$ cat src/rtl/sd_spi_pkg.sv
// Shared types and constants for the SD-card SPI initiator.
package sd_spi_pkg;

    typedef enum logic [0:0] {
        IDLE  = 1'b0,
        SHIFT = 1'b1
    } spi_state_t;

    localparam int unsigned BITS_PER_BYTE = 8;
    localparam int unsigned BIT_CNT_W     = $clog2(BITS_PER_BYTE);

endpackage

$ cat src/rtl/sd_spi_clkgen.sv
// SPI clock generator: programmable half-period divider producing a CPOL=0
// spi_clk plus strobes marking the clk edge at which spi_clk rises or falls.
module sd_spi_clkgen #(
    parameter int unsigned DIV_WIDTH = 8
) (
    input  logic                 clk,
    input  logic                 rst_n,
    input  logic                 clear_i,
    input  logic                 en_i,
    input  logic [DIV_WIDTH-1:0] div_i,
    output logic                 spi_clk_o,
    output logic                 rise_en_o,
    output logic                 fall_en_o
);

    logic [DIV_WIDTH-1:0] div_q;
    logic [DIV_WIDTH-1:0] cnt_q;
    logic                 spi_clk_q;
    logic                 tick;

    // Terminal count; the strobes fire on the same clk edge that toggles spi_clk.
    assign tick      = en_i && (cnt_q == div_q);
    assign rise_en_o = tick && !spi_clk_q;
    assign fall_en_o = tick && spi_clk_q;
    assign spi_clk_o = spi_clk_q;

    // Divider count and spi_clk; the divisor is captured only when a byte is accepted.
    always_ff @(posedge clk or negedge rst_n) begin
        if (!rst_n) begin
            div_q     <= '0;
            cnt_q     <= '0;
            spi_clk_q <= 1'b0;
        end else if (clear_i) begin
            div_q     <= div_i;
            cnt_q     <= '0;
            spi_clk_q <= 1'b0;
        end else if (en_i) begin
            if (tick) begin
                cnt_q     <= '0;
                spi_clk_q <= ~spi_clk_q;
            end else begin
                cnt_q <= cnt_q + 1'b1;
            end
        end
    end

endmodule

$ cat src/rtl/sd_spi_master.sv
// Byte-oriented SPI mode-0 initiator for an SD card: one byte out, one byte in
// per transfer, with valid/ready on the TX side and a one-cycle RX pulse.
module sd_spi_master
    import sd_spi_pkg::*;
#(
    parameter int unsigned DIV_WIDTH = 8,
    parameter logic        IDLE_MOSI = 1'b1
) (
    input  logic                 clk,
    input  logic                 rst_n,
    input  logic [DIV_WIDTH-1:0] i_div,
    input  logic                 i_cs_assert,
    input  logic                 i_tx_valid,
    input  logic [7:0]           i_tx_data,
    output logic                 o_tx_ready,
    output logic                 o_rx_valid,
    output logic [7:0]           o_rx_data,
    output logic                 o_busy,
    output logic                 sd_cs,
    output logic                 spi_clk,
    output logic                 spi_mosi,
    input  logic                 spi_miso
);

    spi_state_t           state_q;
    logic                 tx_ready_q;
    logic                 busy_q;
    logic                 rx_valid_q;
    logic [7:0]           rx_data_q;
    logic                 cs_q;
    logic                 mosi_q;
    logic [7:0]           tx_sr_q;
    logic [7:0]           rx_sr_q;
    logic [BIT_CNT_W-1:0] bit_cnt_q;

    logic accept;
    logic rise_en;
    logic fall_en;

    assign accept = i_tx_valid && tx_ready_q;

    sd_spi_clkgen #(
        .DIV_WIDTH (DIV_WIDTH)
    ) u_clkgen (
        .clk       (clk),
        .rst_n     (rst_n),
        .clear_i   (accept),
        .en_i      (state_q == SHIFT),
        .div_i     (i_div),
        .spi_clk_o (spi_clk),
        .rise_en_o (rise_en),
        .fall_en_o (fall_en)
    );

    assign o_tx_ready = tx_ready_q;
    assign o_busy     = busy_q;
    assign o_rx_valid = rx_valid_q;
    assign o_rx_data  = rx_data_q;
    assign sd_cs      = cs_q;
    assign spi_mosi   = mosi_q;

    // Transfer FSM with registered outputs; CS only follows the request while idle
    // so it can never change in the middle of a byte.
    always_ff @(posedge clk or negedge rst_n) begin
        if (!rst_n) begin
            state_q    <= IDLE;
            tx_ready_q <= 1'b1;
            busy_q     <= 1'b0;
            rx_valid_q <= 1'b0;
            rx_data_q  <= 8'h00;
            cs_q       <= 1'b1;
            mosi_q     <= IDLE_MOSI;
            tx_sr_q    <= 8'h00;
            rx_sr_q    <= 8'h00;
            bit_cnt_q  <= '0;
        end else begin
            rx_valid_q <= 1'b0;
            unique case (state_q)
                IDLE: begin
                    cs_q <= ~i_cs_assert;
                    if (accept) begin
                        state_q    <= SHIFT;
                        tx_ready_q <= 1'b0;
                        busy_q     <= 1'b1;
                        tx_sr_q    <= i_tx_data;
                        mosi_q     <= i_tx_data[7];
                        rx_sr_q    <= 8'h00;
                        bit_cnt_q  <= '0;
                    end
                end
                SHIFT: begin
                    if (rise_en) begin
                        rx_sr_q <= {rx_sr_q[6:0], spi_miso};
                    end
                    if (fall_en) begin
                        if (bit_cnt_q == BIT_CNT_W'(BITS_PER_BYTE - 1)) begin
                            // Last fall: all 8 bits already sampled, nothing more to drive.
                            state_q    <= IDLE;
                            tx_ready_q <= 1'b1;
                            busy_q     <= 1'b0;
                            rx_valid_q <= 1'b1;
                            rx_data_q  <= rx_sr_q;
                            mosi_q     <= IDLE_MOSI;
                        end else begin
                            bit_cnt_q <= bit_cnt_q + 1'b1;
                            tx_sr_q   <= {tx_sr_q[6:0], 1'b0};
                            mosi_q    <= tx_sr_q[6];
                        end
                    end
                end
                default: state_q <= IDLE;
            endcase
        end
    end

endmodule

$ cat config.mk
export PLATFORM = sky130hd
export DESIGN_NAME = sd_spi_master
export DESIGN_NICKNAME = d
export VERILOG_FILES = /design/src/rtl/sd_spi_pkg.sv /design/src/rtl/sd_spi_clkgen.sv /design/src/rtl/sd_spi_master.sv
export SDC_FILE = /design/constraint.sdc
export NUM_CORES = 1
export LEC_CHECK = 0
export ABC_AREA = 1
export CAP_MARGIN = 25
export CORE_ASPECT_RATIO = 0.8
export CORE_MARGIN = 2
export CORE_UTILIZATION = 35
export DETAILED_ROUTE_END_ITERATION = 7
export REMOVE_ABC_BUFFERS = 1
export SLEW_MARGIN = 20
export SYNTH_ARGS = -nofsm -noshare
export SYNTH_HDL_FRONTEND = slang
export SYNTH_HIERARCHICAL = 1
export SYNTH_SLANG_ARGS = --single-unit
$ cat constraint.sdc
create_clock -name clk -period 2.22 [get_ports clk]
set_input_delay 0.222 -clock clk [delete_from_list [all_inputs] [get_ports clk]]
set_output_delay 0.222 -clock clk [all_outputs]
set_load 0.02 [all_outputs]
**Word level (Yosys, flattened, before mapping)**

Cells that the tools add are included.

- Register bits: 49
- Input port bits: 21
- Output and inout port bits: 14
- Logic and storage cells: 74

- Add/sub/neg operators: 2
- Equality and inequality tests: 7
- Muxes and demuxes: 36
- Bitwise logic cells: 3
- Reduce and logical (&&, ||, !) cells: 13

Operators by type and width:

| operator | number |
|---|---|
| $mux W8 | 5 |
| $mux W7 | 3 |
| $mux W1 | 18 |
| $pmux W8 S2 | 1 |
| $pmux W7 S2 | 1 |
| $mux W3 | 3 |
| $reduce_and A3 Y1 | 3 |
| $add A8 B1 Y8 const B | 1 |
| $eq A8 B8 Y1 | 1 |
| $pmux W1 S2 | 4 |
| $ne A2 B1 Y1 const B | 3 |
| $pmux W3 S2 | 1 |
| $reduce_and A2 Y1 | 3 |
| $logic_and A1 B1 Y1 | 4 |
| $ne A2 B2 Y1 const B | 2 |
| $reduce_bool A2 Y1 | 2 |
| $add A3 B1 Y3 const B | 1 |
| $eq A3 B3 Y1 const B | 1 |
| $not A1 Y1 | 3 |
| $logic_not A1 Y1 | 1 |

**Depth between registers and ports, before layout**

- Depth in word-level cells: 5
- Gate-level depth with buffers: 12
- Mapped depth without buffers: 12

**Modules after synthesis**

Netlist, hierarchy kept.

Modules (own cells, without submodules):

| module | times used | cells each | area each (um2) | sequential area each (um2) |
|---|---|---|---|---|
| sd_spi_master | 1 | 159 | 1368.8 | 804.5 |
| sd_spi_clkgen | 1 | 140 | 969.7 | 425.4 |

**Worst setup path before layout**

OpenSTA, ideal clock, no wires.

- Path type: reg2reg
- From: register state_q
- To: register bit_cnt_q[0]
- Setup time: 117 ps
- Arrival time: 1658 ps
- Required time: 2103 ps
- Slack: 445 ps
- Stages on the path, launching flop included: 11
- Buffers on the path: 1
- Period minus slack after synthesis: 1775 ps
- Cells stage by stage: dfrtp_1 -> inv_1 -> a21oi_1 -> nand3_1 -> nor2_2 -> nand2_1 -> nor2_1 -> nand3_1 -> clkbuf_1 -> nand3_1 -> nand2_1

- Word-level cells in the longest chain between the ends: 4
- Elaborated cells between the ends (all ways): 8
- Those cells by class: eq/ne (3); mux (1); bitwise (1); reduce/logical (3)

RTL lines:

| what | RTL line | RTL |
|---|---|---|
| from (decl) | sd_spi_master.sv:25 | `spi_state_t state_q;` |
| from (signal assigned) | sd_spi_master.sv:66 | `state_q <= IDLE;` |
| from (signal assigned) | sd_spi_master.sv:82 | `state_q <= SHIFT;` |
| from (signal assigned) | sd_spi_master.sv:98 | `state_q <= IDLE;` |
| $logic_and A1 B1 Y1 | sd_spi_clkgen.sv:22 | `assign tick = en_i && (cnt_q == div_q);` |
| $logic_and A1 B1 Y1 | sd_spi_clkgen.sv:24 | `assign fall_en_o = tick && spi_clk_q;` |
| named net fall_en | sd_spi_master.sv:38 | `logic fall_en;` |
| $ne A2 B1 Y1 (no source line) | - |  |
| $reduce_and A3 Y1 (no source line) | - |  |
| to (signal assigned) | sd_spi_master.sv:105 | `bit_cnt_q <= bit_cnt_q + 1'b1;` |
| to (decl) | sd_spi_master.sv:34 | `logic [BIT_CNT_W-1:0] bit_cnt_q;` |

The timed path passes the listed nets, and every way through them passes these cells.
A chain may end at the register's enable or synchronous reset.

**Worst setup path after layout**

- From: register u_clkgen.cnt_q[0]
- To: register rx_data_q[0], in the netlist o_rx_data[0]

- Word-level cells in the longest chain between the ends: 4

RTL lines:

| what | RTL line | RTL |
|---|---|---|
| from (decl) | sd_spi_clkgen.sv:17 | `logic [DIV_WIDTH-1:0] cnt_q;` |
| from (signal assigned) | sd_spi_clkgen.sv:42 | `cnt_q <= cnt_q + 1'b1;` |
| $eq A8 B8 Y1 | sd_spi_clkgen.sv:22 |  |
| $logic_and A1 B1 Y1 | sd_spi_clkgen.sv:22 |  |
| $logic_and A1 B1 Y1 | sd_spi_clkgen.sv:24 |  |
| named net fall_en | sd_spi_master.sv:38 |  |
| $reduce_and A3 Y1 (no source line) | - |  |
| to (signal assigned) | sd_spi_master.sv:102 | `rx_data_q <= rx_sr_q;` |
| to (decl) | sd_spi_master.sv:29 | `logic [7:0] rx_data_q;` |

The timed path passes the listed nets, and every way through them passes these cells.

==> results.md <==
* Maximum VDD drop at 0.3393 mV
* Final HPWL DP at 3.503 mm
* Cts hold-fix bufs at 1
* Worst-path maximum fanout at 16
* Nature of the critical path startpoint: flop
* Setup TNS at 0 ps
* Crit. End Element: flop
* Max-slew headroom at 67.25%
* Drt total wl at 4.787 mm
* Combinational share of power at 12.3%
* Slew @ Worst Pin at between 400 and 500 ps
* CTS clk-pin slew, worst paths at about 90 ps
* Final setup skew at 6.617 ps
* Vias per cell at roughly 4.5
* Kind of critical path: flop to flop
* Final setup fails at 0
* Post-synthesis adder-cell area fraction at about 2.1%
* Die X at 95.39 um
* I/O pins at 35
* CTS tree: done
* Syn_area_per_cell at 7.821 um^2
* WHS at 412.4 ps
* Post-Synthesis Cells at ~300
* CP arrival at around 2100 ps
* Clk sinks at 49
* Min Tclk post-route at 1869 ps
* Die ar. at 0.007355 mm^2
* First-pass GRT wire length at 8.556 mm
* Area Overhead vs Synth at 24.77%
* Initial core utilization at a little over a third
* Placer Congestion at 0.8358
* Post-route ant nets at 0
* Vias at 1923
* Leak at 1.424 nW
* Postcts setup bufs at 0
* Register area at about 0.0012 mm^2
* Pre-Repair DR Iteration Count at 4
* Main combinational cell family by area after synthesis: simple AND/OR/NAND/NOR gates
* Max Cap Viol at 0
* Worst skew pair latency at 300 ps
* R2r setup slk at 350 ps
* Netlist cell types at 21
* Synth warn at 6
* Pre-CTS setup slack at 347.6 ps
* Filler Cells Inserted at 649
* Port bufs at 34
* Fin crit share at 84.19%
* RSZ-0062 raised after global routing: false
* Crit path required time at approximately 2400 ps
* Antenna violations before repair at 0
* F_max at between 0.5 and 0.6 GHz
* Setup slack after layout at roughly 350 ps
* Initial drt markers at 98
* Internal power at 1.427 mW
* Mux cell area share after synthesis at 0%
* Core area at 0.006441 mm^2
* PostCTS Resize Cnt at 0
* Post-synthesis register bit count at 49
* Fin nets at between 300 and 400
* DRC viols at 0
* CTS buffer count at 5
* Routed WL per cell at 11.24 um
* Gr usage total at 14.55%
* Clock network power share at 33.4%
* Vias in the first global route at about 1900
* Pwr dens at 656.6 mW/mm^2
* Xor and xnor area share after synthesis at approximately 1.9%
* Multi-input logic area at 945.9 um^2
* Post-synthesis compound-gate area fraction at 6.849%
* Grt ovf at 0
* Diodes inserted at 0
* Die extent in y at between 70 and 80 um
* Reg power frac at a little over half
* Switching pwr at 0.4889 mW
* Sw Ratio at 25.52%
* Root Buffer Master: clkbuf_8
* Clk buf depth at 2
* Slew Viols, Final at 0
* Layout cells sized above 1 at just under 8%
* Status: complete, no violations
* HP Class: primary input to async pin
* Final hold violations at 0
* Final Power at 1.916 mW
* Simple-gate share of the synthesized area at between 20 and 30%
* H-tree depth at 2
* Cell area after synthesis at roughly 0.0023 mm^2
* # rows at 26
* Largest net degree at the start of global routing at 23
* Sequential share of the synthesized area at roughly 53%
==> stage by stage <==
step           instances  util (%)  area (um^2)
2_1_floorplan        294         -         2315
3_3_place_gp         417     43.36         2793
3_5_place_dp         417     43.36         2793
4_1_cts              426     45.30         2918
5_1_grt              426     45.30         2918
6_report             426     45.30         2918
==> cell usage after synthesis <==
| library cell | instances | area (um^2) |
|---|---|---|
| nand2_1 | 118 | 442.9 |
| dfrtp_1 | 46 | 1151 |
| inv_1 | 34 | 127.6 |
| o21ai_0 | 30 | 150.1 |
| nor2_1 | 21 | 78.83 |
| nand3_1 | 17 | 85.08 |
| ha_1 | 4 | 50.05 |
| clkbuf_1 | 3 | 11.26 |
| dfstp_2 | 3 | 78.83 |
| inv_2 | 3 | 11.26 |
| nand3_2 | 3 | 30.03 |
| nand4_1 | 3 | 18.77 |
| xor2_1 | 3 | 26.28 |
| a21oi_1 | 2 | 10.01 |
| nand2_2 | 2 | 12.51 |
| xnor2_1 | 2 | 17.52 |
| and2_1 | 1 | 6.260 |
| buf_2 | 1 | 5.000 |
| buf_4 | 1 | 7.510 |
| nand2_4 | 1 | 11.26 |
| nor2_2 | 1 | 6.260 |
==> metal layers <==
layer	wire length (um)	GRT usage [%]	vias up
li1	-	-	1009
met1	2586	22.24	864
met2	1916	20.28	46
met3	242	3.635	4
met4	42	4.000	0
met5	0	0	-
==> layout make-up <==
type	count	share of cell area (%)
sequential	49	42.15
tap	84	3.602
clock inverter	3	1.587
multi-input combinational	208	32.42
timing repair buffer	40	13.12
inverter	37	4.760
clock buffer	5	2.358
==> power groups by stage <==
stage	clock, mW	combinational [mW]	sequential [mW]
floorplan	0	0.142	1.05
global placement	0	0.233	1.06
detailed placement	0	0.237	1.06
CTS	0.663	0.241	1.04
global route	0.701	0.277	1.06
finish	0.640	0.235	1.04
==> worst max-delay path: stages (launching register included) <==
cell and delay (ps):
dfrtp_1 440, nand2_1 110, nand2_1 60, nor2_1 110
nand2_1 90, nor2_2 90, nand2_1 120, nor2_1 220
nand3_2 290, o21ai_0 260
==> cells by family (layout without fill, tap and decap cells) <==
group                    after synthesis  after routing
adder cells (fa/ha/maj)                4              4
flip-flops                            49             49
AO/OA/AOI/OAI                         32             32
XOR/XNOR                               5              5
AND/OR/NAND/NOR                      167            167
buffers and inverters                 42             85
==> sequential cells by signal, indices dropped and copies added, names as in the netlist <==
name	count
rx_sr_q	8
o_rx_data	8
u_clkgen/div_q	8
state_q	1
bit_cnt_q	3
tx_sr_q	7
o_busy	1
o_rx_valid	1
o_tx_ready	1
spi_mosi	1
sd_cs	1
u_clkgen/spi_clk_o	1
u_clkgen/cnt_q	8
==> cell usage in the layout, fill, tap and decap left out <==
cell type	count
nand2_1	118
dfrtp_1	46
inv_1	34
clkdlybuf4s50_1	33
o21ai_0	30
nor2_1	21
nand3_1	17
clkbuf_8	5
buf_4	5
ha_1	4
inv_2	3
nand3_2	3
dfstp_2	3
xor2_1	3
nand4_1	3
a21oi_1	2
nand2_2	2
xnor2_1	2
clkinv_4	1
clkinvlp_4	1
bufinv_16	1
dlygate4sd3_1	1
buf_2	1
nor2_2	1
and2_1	1
nand2_4	1
==> worst paths after layout <==
kind,from,endpoint,cells after the start
max reg2reg,u_clkgen/cnt_q[0],o_rx_data[0],9
min reg2reg,o_rx_data[3],o_rx_data[3],2
max,u_clkgen/cnt_q[0],o_rx_data[0],9
min in group clk,i_cs_assert,sd_cs,2
max in group asynchronous,rst_n,sd_cs,3
min,rst_n,bit_cnt_q[1],2
Note: power is estimated with default switching activity, not from simulation.
